### src/rtl/irq_or_agg_pkg.sv
`default_nettype none
// ============================================================================
//  Module      : irq_or_pkg
//  Description : Shared constants and helpers for the registered N-input OR
//                aggregator (irq_or_agg) and its per-channel cell.
//                - N_IN_DEF / CNT_W_DEF : default channel count / counter width
//                - MODE_LEVEL / MODE_EDGE : capture-mode selector values
//                - sat_inc()            : saturating increment helper
//  Revision    : 1.0 - initial release
// ============================================================================
package irq_or_pkg;

  // Default sizing used when a parent does not override the parameters.
  localparam int N_IN_DEF  = 8;
  localparam int CNT_W_DEF = 8;

  // Capture-mode selector values for EDGE_MODE.
  localparam int MODE_LEVEL = 0;
  localparam int MODE_EDGE  = 1;

  // Widest counter the helper below can serve; CNT_W must not exceed it.
  localparam int CNT_W_MAX = 32;

  // Saturating increment. The caller zero-extends its CNT_W-bit count to
  // CNT_W_MAX bits and passes the all-ones value of its own width as max_val,
  // then casts the result back to CNT_W bits. The result never exceeds
  // max_val, so the truncation back to CNT_W loses nothing.
  function automatic logic [CNT_W_MAX-1:0] sat_inc(
    input logic [CNT_W_MAX-1:0] cnt,
    input logic [CNT_W_MAX-1:0] max_val
  );
    if (cnt >= max_val) begin
      return max_val;
    end
    return cnt + 32'd1;
  endfunction

endpackage : irq_or_pkg
`default_nettype wire

### src/rtl/irq_or_agg_if.sv
`default_nettype none
// ============================================================================
//  Module      : irq_or_agg_if
//  Description : Bundle of the channel-side and result-side signals of the
//                OR aggregator.
//                  in_vec  [N_IN]  raw channel inputs (already synchronous)
//                  mask    [N_IN]  1 = channel contributes to y
//                  clr     [N_IN]  write-1-to-clear of pending bits
//                  cnt_clr         synchronous clear of evt_cnt
//                  pending [N_IN]  registered per-channel pending bits
//                  y               registered OR of (pending & mask)
//                  y_pulse         one-cycle pulse on y 0->1
//                  evt_cnt [CNT_W] saturating count of y rising transitions
//                master : the agent driving channels/controls (e.g. a bench)
//                slave  : the aggregator itself
//  Revision    : 1.0 - initial release
// ============================================================================
interface irq_or_agg_if
  import irq_or_pkg::*;
#(
  parameter int N_IN  = N_IN_DEF,
  parameter int CNT_W = CNT_W_DEF
);

  logic [N_IN-1:0]  in_vec;
  logic [N_IN-1:0]  mask;
  logic [N_IN-1:0]  clr;
  logic             cnt_clr;
  logic [N_IN-1:0]  pending;
  logic             y;
  logic             y_pulse;
  logic [CNT_W-1:0] evt_cnt;

  modport master (
    output in_vec,
    output mask,
    output clr,
    output cnt_clr,
    input  pending,
    input  y,
    input  y_pulse,
    input  evt_cnt
  );

  modport slave (
    input  in_vec,
    input  mask,
    input  clr,
    input  cnt_clr,
    output pending,
    output y,
    output y_pulse,
    output evt_cnt
  );

endinterface : irq_or_agg_if
`default_nettype wire

### src/rtl/irq_or_agg_chan.sv
`default_nettype none
// ============================================================================
//  Module      : irq_or_chan
//  Description : One channel of the OR aggregator: previous-sample register,
//                event detection (level or rising edge) and the pending bit.
//                  clk         rising-edge clock
//                  rst         synchronous active-high reset
//                  in_bit      raw channel input, synchronous to clk
//                  clr_bit     write-1-to-clear of the pending bit
//                  pending_bit registered pending bit
//  Revision    : 1.0 - initial release
// ============================================================================
module irq_or_chan
  import irq_or_pkg::*;
#(
  parameter int EDGE_MODE = MODE_LEVEL,  // MODE_LEVEL or MODE_EDGE
  parameter int STICKY    = 1            // 1 = hold until cleared
) (
  input  logic clk,
  input  logic rst,
  input  logic in_bit,
  input  logic clr_bit,
  output logic pending_bit
);

  logic r_in_q;     // input as sampled at the previous edge
  logic r_pending;
  logic w_evt;
  logic w_hold;     // part of the old pending bit that survives this edge

  // In edge mode only a 0->1 step between consecutive samples is an event,
  // so an input held high produces a single event. r_in_q resets to 0, which
  // makes an input held high across reset release count as one edge.
  assign w_evt = (EDGE_MODE == MODE_EDGE) ? (in_bit & ~r_in_q) : in_bit;

  // Sticky: keep the bit unless cleared this edge. The event is OR-ed in
  // afterwards, so a set and clear on the same edge leave the bit set.
  // Non-sticky: nothing is held and clr_bit has no effect.
  assign w_hold = (STICKY != 0) ? (r_pending & ~clr_bit) : 1'b0;

  always_ff @(posedge clk) begin
    if (rst) begin
      r_in_q    <= 1'b0;
      r_pending <= 1'b0;
    end else begin
      r_in_q    <= in_bit;
      r_pending <= w_hold | w_evt;
    end
  end

  assign pending_bit = r_pending;

endmodule : irq_or_chan
`default_nettype wire

### src/rtl/irq_or_agg.sv
`default_nettype none
// ============================================================================
//  Module      : irq_or_agg
//  Description : Registered N-input OR aggregator. Per-channel events are
//                captured into pending bits, masked, OR-reduced into a
//                registered summary y, edge-detected into y_pulse, and the
//                y rising transitions are counted in a saturating counter.
//                  clk  rising-edge clock
//                  rst  synchronous active-high reset (highest priority)
//                  bus  irq_or_agg_if.slave: in_vec, mask, clr, cnt_clr in;
//                       pending, y, y_pulse, evt_cnt out
//                The interface instance must be sized with the same N_IN and
//                CNT_W as this module. CNT_W is limited to 1..CNT_W_MAX.
//  Revision    : 1.0 - initial release
// ============================================================================
module irq_or_agg
  import irq_or_pkg::*;
#(
  parameter int N_IN      = N_IN_DEF,   // 1..32 channels
  parameter int EDGE_MODE = MODE_LEVEL, // MODE_LEVEL or MODE_EDGE
  parameter int STICKY    = 1,          // 1 = sticky pending bits
  parameter int CNT_W     = CNT_W_DEF   // evt_cnt width, 1..CNT_W_MAX
) (
  input  logic               clk,
  input  logic               rst,
  irq_or_agg_if.slave        bus
);

  // All-ones value of a CNT_W-bit counter, held in the helper's wide format.
  localparam logic [CNT_W_MAX-1:0] c_cnt_max =
    {CNT_W_MAX{1'b1}} >> (CNT_W_MAX - CNT_W);

  logic [N_IN-1:0]  w_pending;
  logic             w_any;      // some unmasked channel is pending now
  logic             w_rise;     // y is about to go 0->1
  logic             r_y;
  logic             r_y_pulse;
  logic [CNT_W-1:0] r_cnt;

  // --------------------------------------------------------------------------
  // Channel cells: capture and pending storage. Masking is deliberately kept
  // out of the cells so that a masked channel still records its events.
  // --------------------------------------------------------------------------
  for (genvar gi = 0; gi < N_IN; gi++) begin : g_chan
    irq_or_chan #(
      .EDGE_MODE (EDGE_MODE),
      .STICKY    (STICKY)
    ) u_chan (
      .clk         (clk),
      .rst         (rst),
      .in_bit      (bus.in_vec[gi]),
      .clr_bit     (bus.clr[gi]),
      .pending_bit (w_pending[gi])
    );
  end : g_chan

  // The summary works from the registered pending bits, so y trails pending
  // by one edge, while a mask change takes effect on the very next edge.
  assign w_any  = |(w_pending & bus.mask);
  assign w_rise = w_any & ~r_y;

  // --------------------------------------------------------------------------
  // Summary, pulse and assertion counter
  // --------------------------------------------------------------------------
  always_ff @(posedge clk) begin
    if (rst) begin
      r_y       <= 1'b0;
      r_y_pulse <= 1'b0;
      r_cnt     <= '0;
    end else begin
      r_y       <= w_any;
      r_y_pulse <= w_rise;
      if (bus.cnt_clr) begin
        // A clear that coincides with a new assertion restarts the count at
        // one, so that assertion is not lost.
        r_cnt <= w_rise ? CNT_W'(1) : '0;
      end else if (w_rise) begin
        r_cnt <= CNT_W'(sat_inc(CNT_W_MAX'(r_cnt), c_cnt_max));
      end
    end
  end

  assign bus.pending = w_pending;
  assign bus.y       = r_y;
  assign bus.y_pulse = r_y_pulse;
  assign bus.evt_cnt = r_cnt;

endmodule : irq_or_agg
`default_nettype wire

### src/flat_wrapper.sv
// flat-port wrapper written by rule: the top's interface ports become plain ports
module irq_or_agg_flat import irq_or_pkg::*;
#(
  parameter int N_IN      = N_IN_DEF,                    
  parameter int EDGE_MODE = MODE_LEVEL,                           
  parameter int STICKY    = 1,                                    
  parameter int CNT_W     = CNT_W_DEF                                 
)
  (clk, rst, bus_in_vec, bus_mask, bus_clr, bus_cnt_clr, bus_pending, bus_y, bus_y_pulse, bus_evt_cnt);
  irq_or_agg_if #(.N_IN(N_IN), .CNT_W(CNT_W)) bus_i ();
  input  logic clk;
  input  logic rst;
  input wire logic [$bits(bus_i.in_vec)-1:0] bus_in_vec;
  input wire logic [$bits(bus_i.mask)-1:0] bus_mask;
  input wire logic [$bits(bus_i.clr)-1:0] bus_clr;
  input wire logic [$bits(bus_i.cnt_clr)-1:0] bus_cnt_clr;
  output wire logic [$bits(bus_i.pending)-1:0] bus_pending;
  output wire logic [$bits(bus_i.y)-1:0] bus_y;
  output wire logic [$bits(bus_i.y_pulse)-1:0] bus_y_pulse;
  output wire logic [$bits(bus_i.evt_cnt)-1:0] bus_evt_cnt;
  assign bus_i.in_vec = bus_in_vec;
  assign bus_i.mask = bus_mask;
  assign bus_i.clr = bus_clr;
  assign bus_i.cnt_clr = bus_cnt_clr;
  assign bus_pending = bus_i.pending;
  assign bus_y = bus_i.y;
  assign bus_y_pulse = bus_i.y_pulse;
  assign bus_evt_cnt = bus_i.evt_cnt;
  irq_or_agg #(.N_IN(N_IN), .EDGE_MODE(EDGE_MODE), .STICKY(STICKY), .CNT_W(CNT_W)) u_core (.clk(clk), .rst(rst), .bus(bus_i));
endmodule
### config.mk
export PLATFORM = sky130hd
export DESIGN_NAME = irq_or_agg_flat
export DESIGN_NICKNAME = d
export VERILOG_FILES = /design/src/rtl/irq_or_agg_pkg.sv /design/src/rtl/irq_or_agg_if.sv /design/src/rtl/irq_or_agg_chan.sv /design/src/rtl/irq_or_agg.sv /design/src/flat_wrapper.sv
export SDC_FILE = /design/constraint.sdc
export NUM_CORES = 1
export LEC_CHECK = 0
export ABC_AREA = 1
export ABC_CLOCK_PERIOD_IN_PS = 2400
export BUFFER_PORTS_ARGS = -buffer_cell sky130_fd_sc_hd__buf_2
export CAP_MARGIN = 20
export CORE_MARGIN = 2
export CORE_UTILIZATION = 48
export DETAILED_ROUTE_END_ITERATION = 8
export GPL_TIMING_DRIVEN = 0
export PLACE_DENSITY_LB_ADDON = 0.08
export SLEW_MARGIN = 20
export SYNTH_ARGS = -nofsm -noshare
export SYNTH_HDL_FRONTEND = slang
export SYNTH_SLANG_ARGS = --single-unit
### constraint.sdc
create_clock -name clk -period 2.4 [get_ports clk]
set_clock_uncertainty 0.15 [all_clocks]
set_input_delay 0.24 -clock clk [delete_from_list [all_inputs] [get_ports clk]]
set_output_delay 0.24 -clock clk [all_outputs]
set_load 0.02 [all_outputs]
After elaboration in Yosys (flattened, before gate mapping) --
Index checks and enable logic that the tools add are counted.
Storage, ports and cells: register bits after elaboration 18, bits of input ports 27, logic and storage cells 51
Cells by class: $add $sub $neg 1, order comparisons 1, muxes and demuxes 9, bitwise operators 27, reductions and logical operators 2
Operators with widths (count):
- 2-to-1 mux 8 bit | 4
- AND 1 bit | 9
- inverter 1 bit | 9
- adder 8 x 1 -> 8 bit (second input constant) | 1
- AND 8 bit | 1
- greater-or-equal comparator 8 bit (second input constant) | 1
- OR 1 bit | 8
- OR reduction 8 bit | 1
- 2-to-1 mux 1 bit | 5
- nonzero test 2 bit | 1

Depth between registers and ports, before layout --
Gate-level depths: netlist of run 1.
depth after elaboration 9, mapped depth 8

Hierarchy --
Synthesis of run 1 repeated with hierarchy kept, for this count alone.
Unflattened totals: cell total of the unflattened synthesis 140, area, all modules 1007.2 sq um
By module, submodules not included:
- irq_or_agg | times used 1, cells each 100, area each 686.9 sq um
- irq_or_chan | times used 8, cells each 5, area each 40.0 sq um

Worst setup path after synthesis of run 1 --
Ideal clock, no wire load.
path kind register to register, start point register u_core.r_cnt[1], in the netlist u_core.bus.evt_cnt[1], end point register u_core.r_cnt[4], in the netlist u_core.bus.evt_cnt[4], arrival 1.313 ns, setup slack 0.871 ns, cell stages (with the launch flop) 9, clock period less this slack 1.529 ns, path through dfxtp_1 > ha_1 > nand2_1 > clkinv_2 > nand2_1 > or2_0 > nand3_1 > nand2_1 > a21oi_2
On the way: longest elaborated chain between the ends 8, elaborated cells on any way between the ends 9, classes of those cells add/sub (1); order compare (1); mux (7)
RTL lines:
- start, declared | line irq_or_agg.sv:38 | logic [CNT_W-1:0] r_cnt;
- start signal, assigned | line irq_or_agg.sv:76 | r_cnt <= w_rise ? CNT_W'(1) : '0;
- start signal, assigned | line irq_or_agg.sv:78 | r_cnt <= CNT_W'(sat_inc(CNT_W_MAX'(r_cnt), c_cnt_max));
- greater-or-equal comparator 8 bit | line irq_or_agg_pkg.sv:32 | if (cnt >= max_val) begin
- 2-to-1 mux 1 bit | line irq_or_agg_pkg.sv:32
- 2-to-1 mux 1 bit | line irq_or_agg.sv:77 | end else if (w_rise) begin
- 2-to-1 mux 1 bit | line irq_or_agg.sv:73 | if (bus.cnt_clr) begin
- 2-to-1 mux 1 bit | line irq_or_agg.sv:66 | if (rst) begin
- 2-to-1 mux 8 bit (*) | line irq_or_agg_pkg.sv:35 | return cnt + 32'd1;
- 2-to-1 mux 8 bit (*) | line irq_or_agg.sv:77
- 2-to-1 mux 8 bit (*) | line irq_or_agg.sv:73
Mark *: on every way between the ends. The rest lies on a longest branch, timed or not. The select of a mux whose other input is x is not followed. A chain may end at the register's enable or synchronous reset.

Worst setup path after layout of run 1 --
Ends and elaborated chain as after synthesis.

==> key figures, run 1 <==
Outcome
  • Status: complete, but fails checks
  • Violated checks: hold timing

CTS
  • Clk root buf: clkbuf_4
  • Worst-skew pair later-pin latency: approximately 0.3 ns
  • CTS max path bufs: 2
  • Clock slew at reported path FFs: between 0.1 and 0.15 ns
  • CTS tree: built
  • H-tree depth: 1
  • Post-CTS setup buffers: 0
  • Clock tree sinks: 18
  • Cts bufs inserted: 3

Logic synthesis
  • Yosys warns: 0
  • Synth Register Bits: 18
  • Mapped Avg Cell Area: between 7 and 8 um^2
  • Netlist Area Pre-Place: approximately 950 um^2
  • Post-Syn Instances: about 130
  • Syn_nets: ~160
  • Sequential share of the synthesized area: 0.3780
  • Count of unique library cells instantiated by Yosys: 23

STA
  • Final setup violation count: 0
  • Final setup margin: between 0.9 and 1 ns
  • Fin. Hold Viols: 3
  • Final hold slack: -0.005538 ns
  • Final Max Slew Viols: 0
  • Relative max-transition margin: 0.7144
  • Total negative slack: 0 ns
  • Worst slew pin tran: ~0.43 ns
  • Crit share post-route: 0.6122
  • RSZ-0062 raised after global routing: no
  • Final critical delay including setup and external delays: 1.469 ns
  • Fmax: 680.6 MHz

Setup path
  • Slowest stage delay, CP: 0.41 ns
  • Cell family contributing the most delay on the critical path: simple AND/OR/NAND/NOR gates
  • RR Endpoint: u_core.bus.evt_cnt[4]
  • Worst r2r path cells: 8
  • Critical Path End Type: flip-flop
  • Reg2reg start: u_core.bus.evt_cnt[1]
  • Arrival @ worst endpoint: ~1.6 ns
  • Data required, critical path: between 2 and 2.5 ns
  • Crit-path slowest cell: dfxtp_1
  • Buffers & Inverters on Critical Path: 1
  • Worst path cell trace: ha_1 > nand2_1 > clkinv_2 > nand2_1 > or2_0 > nand3_1 > nand2_1 > a21oi_2
  • CP startpoint kind: flip-flop
  • Kind of critical path: flip-flop to flip-flop
  • Most used cell, CP: nand2_1
  • Critical path origin: u_core.bus.evt_cnt[1]
  • CP max FO: 5
  • Worst R2R Setup Slack: approximately 0.93 ns
  • Crit path to: u_core.bus.evt_cnt[4]
  • Worst path depth: 8

Global route
  • Vias in the first global route: a little under 900
  • Global-route wire length before repair: 3532 um
  • Antenna violations before repair: 0
  • Largest net degree at the start of global routing: 11
  • GRT Total Usage: 0.1891
  • Grt ovf: 0

Place
  • RePlAce Congestion: between 0.8 and 0.9
  • Setup WS pre-CTS: approximately 0.95 ns
  • Detail Placement HPWL: between 1500 and 2000 um
  • Area after DPL: 1202 um^2
  • PortBufs: 43

Floorplanning
  • Die W: approximately 49 um
  • I/O Pins: 45
  • Die Ht: ~49 um
  • Core Box Area: ~1900 um^2
  • Initial Util: 0.4961
  • Num rows: 16
  • Die area: around 2400 um^2

Route
  • # DRC: 0
  • Vias: approximately 1,000
  • Vias per cell: 4.749
  • Iteration-0 DRC Markers: 6
  • Post-DR wirelength/cell: about 9.9 um
  • Antenna-violating nets left: 0
  • Total routed wirelength: 2091 um
  • Drt pass-1 iters: 4

Cells and area
  • Area Growth Syn to Fin: 34.12%
  • N_diodes: 0
  • Highest-count cells in the layout ignoring fill and taps: 44 x buf_2, 29 x nand2_1, 18 x dfxtp_1
  • Share of layout cells above drive strength 1: 0.3804
  • Commonest non-fill, non-tap cell in the layout: buf_2
  • Register Area: 360.3 um^2
  • Area of the multi-input gates: 466.7 um^2
  • Post-route cell area: ~1300 um^2
  • Fillers: between 150 and 200
  • Core Util, Final: 0.6654
  • Nets: ~210

Min path
  • Hold Crit Class: primary input to flip-flop

Power and ir drop
  • Power density over cell area: approximately 510 nW/um^2
  • Leakage: between 0.0006 and 0.0007 uW
  • Total power: about 650 uW
  • Max IR drop VDD: 0.0003695 V

Job
  • # Max-Cap Violations: 0
==> worst min-delay path by stage <==
stage | to | from | cells past startpoint
floorplan | u_core.g_chan[0].u_chan.pending_bit | bus_in_vec[0] | 2
global placement | u_core.g_chan[1].u_chan.pending_bit | bus_in_vec[1] | 3
detailed placement | u_core.g_chan[4].u_chan.pending_bit | bus_in_vec[4] | 3
CTS | u_core.g_chan[7].u_chan.pending_bit | bus_in_vec[7] | 3
global route | u_core.g_chan[6].u_chan.pending_bit | bus_in_vec[6] | 3
finish | u_core.g_chan[6].u_chan.pending_bit | bus_in_vec[6] | 3
==> cells by family after synthesis <==
family / synth area share
AND/OR/NAND/NOR: 0.3517
buffers and inverters: 0.1325
AO/OA/AOI/OAI: 0.1247
flip-flops: 0.3780
adder cells (fa/ha/maj): 0.01312
==> final cells by class <==
class                   count  share of cell area
flip-flops and latches     18              0.2818
multi-input cells          90              0.3650
well taps                  27             0.02642
repair buffers             47              0.1996
clock buffers               4             0.02838
inverters                  15             0.04501
plain buffers              10             0.05382
==> layer usage <==
metal	GRT usage	vias to the layer above	part of all wire
li1	-	521	-
met1	0.2194	440	0.43
met2	0.3519	37	0.49
met3	0.04321	4	0.069
met4	0.04286	0	0.0086
met5	0	-	0
==> worst register-to-register path, cell delays in order (launching register included) <==
cell      delay [ns]
dfxtp_1         0.41
ha_1            0.19
nand2_1         0.07
clkinv_2        0.09
nand2_1         0.06
or2_0           0.20
nand3_1         0.07
nand2_1         0.07
a21oi_2         0.12
==> per-stage QoR <==
stage               instances  hold slack [ns]
finish                    211        -0.005538
detailed placement        203           0.3020
global placement          203           0.2930
CTS                       211       0.00009198
floorplan                 133           0.2074
global route              211         0.005492
==> cell usage after synthesis <==
master / count / area, um^2
nand4_4: 1 / 21.27
a21oi_1: 12 / 60.06
ha_1: 1 / 12.51
nand3_1: 14 / 70.07
nor2_4: 2 / 22.52
a21oi_2: 5 / 43.79
o21ai_1: 2 / 10.01
nor3_2: 1 / 10.01
nor2_1: 16 / 60.06
buf_4: 8 / 60.06
dfxtp_1: 18 / 360.4
inv_1: 13 / 48.80
o21ai_0: 1 / 5.000
inv_2: 1 / 3.750
buf_2: 1 / 5.000
or2_1: 1 / 6.260
nand2_1: 29 / 108.9
clkbuf_1: 1 / 3.750
or2_0: 1 / 6.260
nand2_4: 1 / 11.26
nand4_1: 1 / 6.260
nand2_2: 2 / 12.51
clkinv_2: 1 / 5.000
==> where the power goes <==
group | total (uW) | internal [uW] | switching [uW] | leakage [uW]
Clock | 191 | 92.5 | 98.5 | 0.0000210
Sequential | 324 | 314 | 10.5 | 0.000148
Combinational | 132 | 58.5 | 73.6 | 0.000496
Total | 647 | 465 | 182 | 0.000666
==> state kept, by name, indices dropped and copies added (netlist names) <==
name and count:
u_core.bus.y_pulse 1, u_core.bus.y 1, u_core.bus.evt_cnt 8, u_core.g_chan.u_chan.pending_bit 8
==> repair_timing <==
item	4_1_cts	5_1_grt
endpoints found under the hold margin	4	0
hold buffers	4	0
resized for setup	0	0
(Power assumes the default switching activity.)
==> inputs of run 2 (changes only) <==
ABC_CLOCK_PERIOD_IN_PS = 1300   (was 2400)
CORE_ASPECT_RATIO = 0.6   (was default)
CORE_UTILIZATION = 40   (was 48)
clock period = 1.3 ns   (was 2.4 ns; I/O delays follow)
==> run 2 against run 1 <==
Against the previous run:
- non-clock buffer count rose by 17
- die area rose by 19%
- the flow finishes with violations (setup timing)
- critical path depth did not move
- maximum frequency rose by 8.3%
- setup slack got worse by 0.99 ns
- flip-flop and latch count did not move
- routed wire length rose by 31%
==> key figures, run 2 (same netlist as run 1, synthesis figures left out) <==
Power and ir drop
  • Clk pwr share: 0.302 (+0.007)
  • Leakage: 0.0008105 uW (+22%)
  • Int Power: 966.5 uW (+110%)
  • Sequential Power Share: 0.442 (-0.059)
  • Combinational share of power: 0.256 (+0.052)
  • Max IR drop VDD: 0.0005068 V (+37%)
  • Power density over cell area: 858.2 nW/um^2 (+70%)
  • Switching power total: 390.8 uW (+110%)
  • Net Sw Frac: 0.2879 (+0.005967)

Floorplanning
  • Initial Util: 0.4310 (-0.06510)
  • Core Box Area: 2212 um^2 (+15%)
  • Die W: 67.03 um (+38%)
  • I/O Pins: 45 (unchanged)
  • Die area: 2803 um^2 (+19%)
  • Die Ht: 41.82 um (-14%)
  • Num rows: 13 (-3)

Setup path
  • Cell family contributing the most delay on the critical path: flip-flops
  • Buffers & Inverters on Critical Path: 1 (unchanged)
  • Worst r2r path cells: 8 (unchanged)
  • Reg2reg start: u_core.bus.evt_cnt[0]
  • RR Endpoint: u_core.bus.evt_cnt[6]
  • Arrival @ worst endpoint: 1.39 ns (-0.17 ns)
  • Worst path cell trace: ha_4 > nand2_4 > clkinv_4 > nand2_1 > nand2_1 > o21ai_2 > nand2_2 > a21oi_2
  • Most used cell, CP: nand2_1
  • Crit-path slowest cell: dfxtp_4
  • Data required, critical path: 1.33 ns (-1.16 ns)
  • Critical Path End Type: flip-flop
  • Kind of critical path: flip-flop to flip-flop
  • CP max FO: 4 (-1)
  • Slowest stage delay, CP: 0.36 ns (-0.05 ns)
  • Worst R2R Setup Slack: -0.06 ns (-0.99 ns)
  • CP startpoint kind: flip-flop

Route
  • Vias per cell: 4.750 (about the same)
  • Drt pass-1 iters: 4 (unchanged)
  • Highest routed layer: met4
  • Routed met1 length: 1205 um (+33%)
  • Post-DR wirelength/cell: 11.80 um (+19%)
  • Met2 routed WL: 1335 um (+31%)
  • Total routed wirelength: 2738 um (+31%)
  • Iteration-0 DRC Markers: 36 (+30)
  • Antenna-violating nets left: 0 (unchanged)
  • Vias: 1,102 (+10%)
  • Met3 WL: 189 um (+31%)
  • # DRC: 0 (unchanged)

CTS
  • H-tree depth: 1 (unchanged)
  • CTS tree: built
  • Clock tree sinks: 18 (unchanged)
  • Worst-skew pair later-pin latency: 0.25 ns (-0.05 ns)
  • CTS max path bufs: 2 (unchanged)
  • Cts bufs inserted: 3 (unchanged)
  • Clock slew at reported path FFs: 0.07 ns (-0.04 ns)
  • Clk root buf: clkbuf_8

STA
  • Crit share post-route: 1.044 (+0.4316)
  • Final Max Slew Viols: 0 (unchanged)
  • Fmax: 736.9 MHz (+8.3%)
  • RSZ-0062 raised after global routing: yes
  • Final setup violation count: 7 (+7)
  • Relative max-transition margin: 0.6919 (-0.02247)
  • Final critical delay including setup and external delays: 1.357 ns (-0.1124 ns)
  • Final hold slack: 0.006800 ns (+0.01234 ns)
  • Final setup margin: -0.05701 ns (-0.9876 ns)
  • Fin. Hold Viols: 0 (-3)
  • Worst slew pin tran: 0.4622 ns (+0.03370 ns)

Place
  • Dpl cells: 206 (+1.5%)
  • RePlAce Congestion: 0.8044 (+0.42%)
  • PortBufs: 43 (unchanged)
  • Detail Placement HPWL: 1786 um (+12%)
  • Area after DPL: 1231 um^2 (+2.4%)

Cells and area
  • Core Util, Final: 0.7149 (+0.04957)
  • Commonest non-fill, non-tap cell in the layout: buf_2
  • Area Growth Syn to Fin: 65.88%
  • Final Non-Filler Cells: 232 (+10%)
  • Fillers: 191 (+0.53%)
  • Post-route cell area: 1582 um^2 (+24%)
  • Nets: 231 (+8.5%)
  • N_diodes: 0 (unchanged)
  • Share of layout cells above drive strength 1: 0.6089 (+0.2285)
  • Highest-count cells in the layout ignoring fill and taps: 44 x buf_2, 20 x buf_4, 17 x nand2_2

Global route
  • Vias in the first global route: 994 (+14%)
  • GRT Total Usage: 0.1927 (+0.003555)
  • Grt ovf: 0 (unchanged)
  • Antenna violations before repair: 0 (unchanged)
  • Global-route wire length before repair: 4112 um (+16%)
  • Largest net degree at the start of global routing: 11 (unchanged)

Outcome
  • Violated checks: setup timing
  • Status: complete, but fails checks

Min path
  • Hold path start: bus_clr[2]
  • Hold Crit Class: primary input to flip-flop
  • Worst hold stages: 4 (+1)
  • Hold path endpoint: u_core.g_chan[2].u_chan.pending_bit

Job
  • # Max-Cap Violations: 0 (unchanged)
run 2: cell count changes in the layout (fill, tap and decap cells not counted), moves of 3 or more:
cell,delta
buf_4,+12
clkbuf_4,-3
dfxtp_1,-14
dfxtp_2,+11
dfxtp_4,+3
dlygate4sd3_1,+4
nand2_1,-16
nand2_2,+15
nor2_1,-3
run 2: worst max-delay path by stage:
stage | from | endpoint | slack [ns] | cells past startpoint
finish | u_core.bus.evt_cnt[0] | u_core.bus.evt_cnt[6] | -0.06 | 8
global placement | u_core.bus.evt_cnt[0] | u_core.bus.evt_cnt[4] | -0.05 | 8
CTS | u_core.g_chan[4].u_chan.pending_bit | u_core.bus.evt_cnt[1] | -0.05 | 8
floorplan | u_core.bus.evt_cnt[0] | u_core.bus.evt_cnt[4] | -0.04 | 8
detailed placement | u_core.g_chan[6].u_chan.pending_bit | u_core.bus.evt_cnt[6] | -0.09 | 8
global route | u_core.bus.evt_cnt[1] | u_core.bus.evt_cnt[6] | -0.13 | 8
run 2: worst register-to-register path, cell delays in order (launching register included):
cell and delay, ns:
dfxtp_4 0.36, ha_4 0.16, nand2_4 0.07, clkinv_4 0.07, nand2_1 0.11, nand2_1 0.08
o21ai_2 0.07, nand2_2 0.06, a21oi_2 0.14
run 2: routing by layer:
layer  global-route usage  up-vias
li1                     -      559
met1               0.2305      496
met2               0.3406       45
met3              0.06504        2
met4              0.02449        0
met5                    0        -
run 2: stage by stage:
step                      setup TNS (ns)  power (uW)  worst slack [ns]
after floorplan                 -0.04017       766.2          -0.04017
after detailed placement         -0.4448       854.4          -0.08787
final                            -0.2020        1357          -0.05701
after CTS                        -0.2301        1315          -0.05150
after global placement           -0.2115       848.3          -0.05280
after global routing             -0.8160        1426           -0.1314
run 2: cell type report:
class / instances / area (um^2) / area share
Clock buffer: 4 / 45.04 / 0.02848
Timing Repair Buffer: 64 / 405.4 / 0.2563
Buffer: 10 / 68.82 / 0.04351
Multi-Input combinational cell: 91 / 578.1 / 0.3655
Sequential cell: 18 / 385.4 / 0.2437
Inverter: 15 / 61.31 / 0.03877
Tap cell: 30 / 37.54 / 0.02373
run 2: power by group through the flow:
stage | clock network (uW) | registers [uW] | logic (uW)
floorplan | 0 | 626 | 141
global placement | 0 | 613 | 235
detailed placement | 0 | 615 | 239
CTS | 417 | 601 | 296
global route | 442 | 603 | 381
finish | 410 | 600 | 347
run 2: repair_timing:
| item | CTS | global route |
|---|---|---|
| gates resized for setup | 18 | 21 |
| hold buffers | 8 | 0 |
| buffers inserted | 8 | 5 |
| pin swaps | 11 | 15 |
| setup endpoints to repair | 8 | 8 |
| gates cloned | 1 | 0 |
| hold endpoints to repair | 8 | 0 |
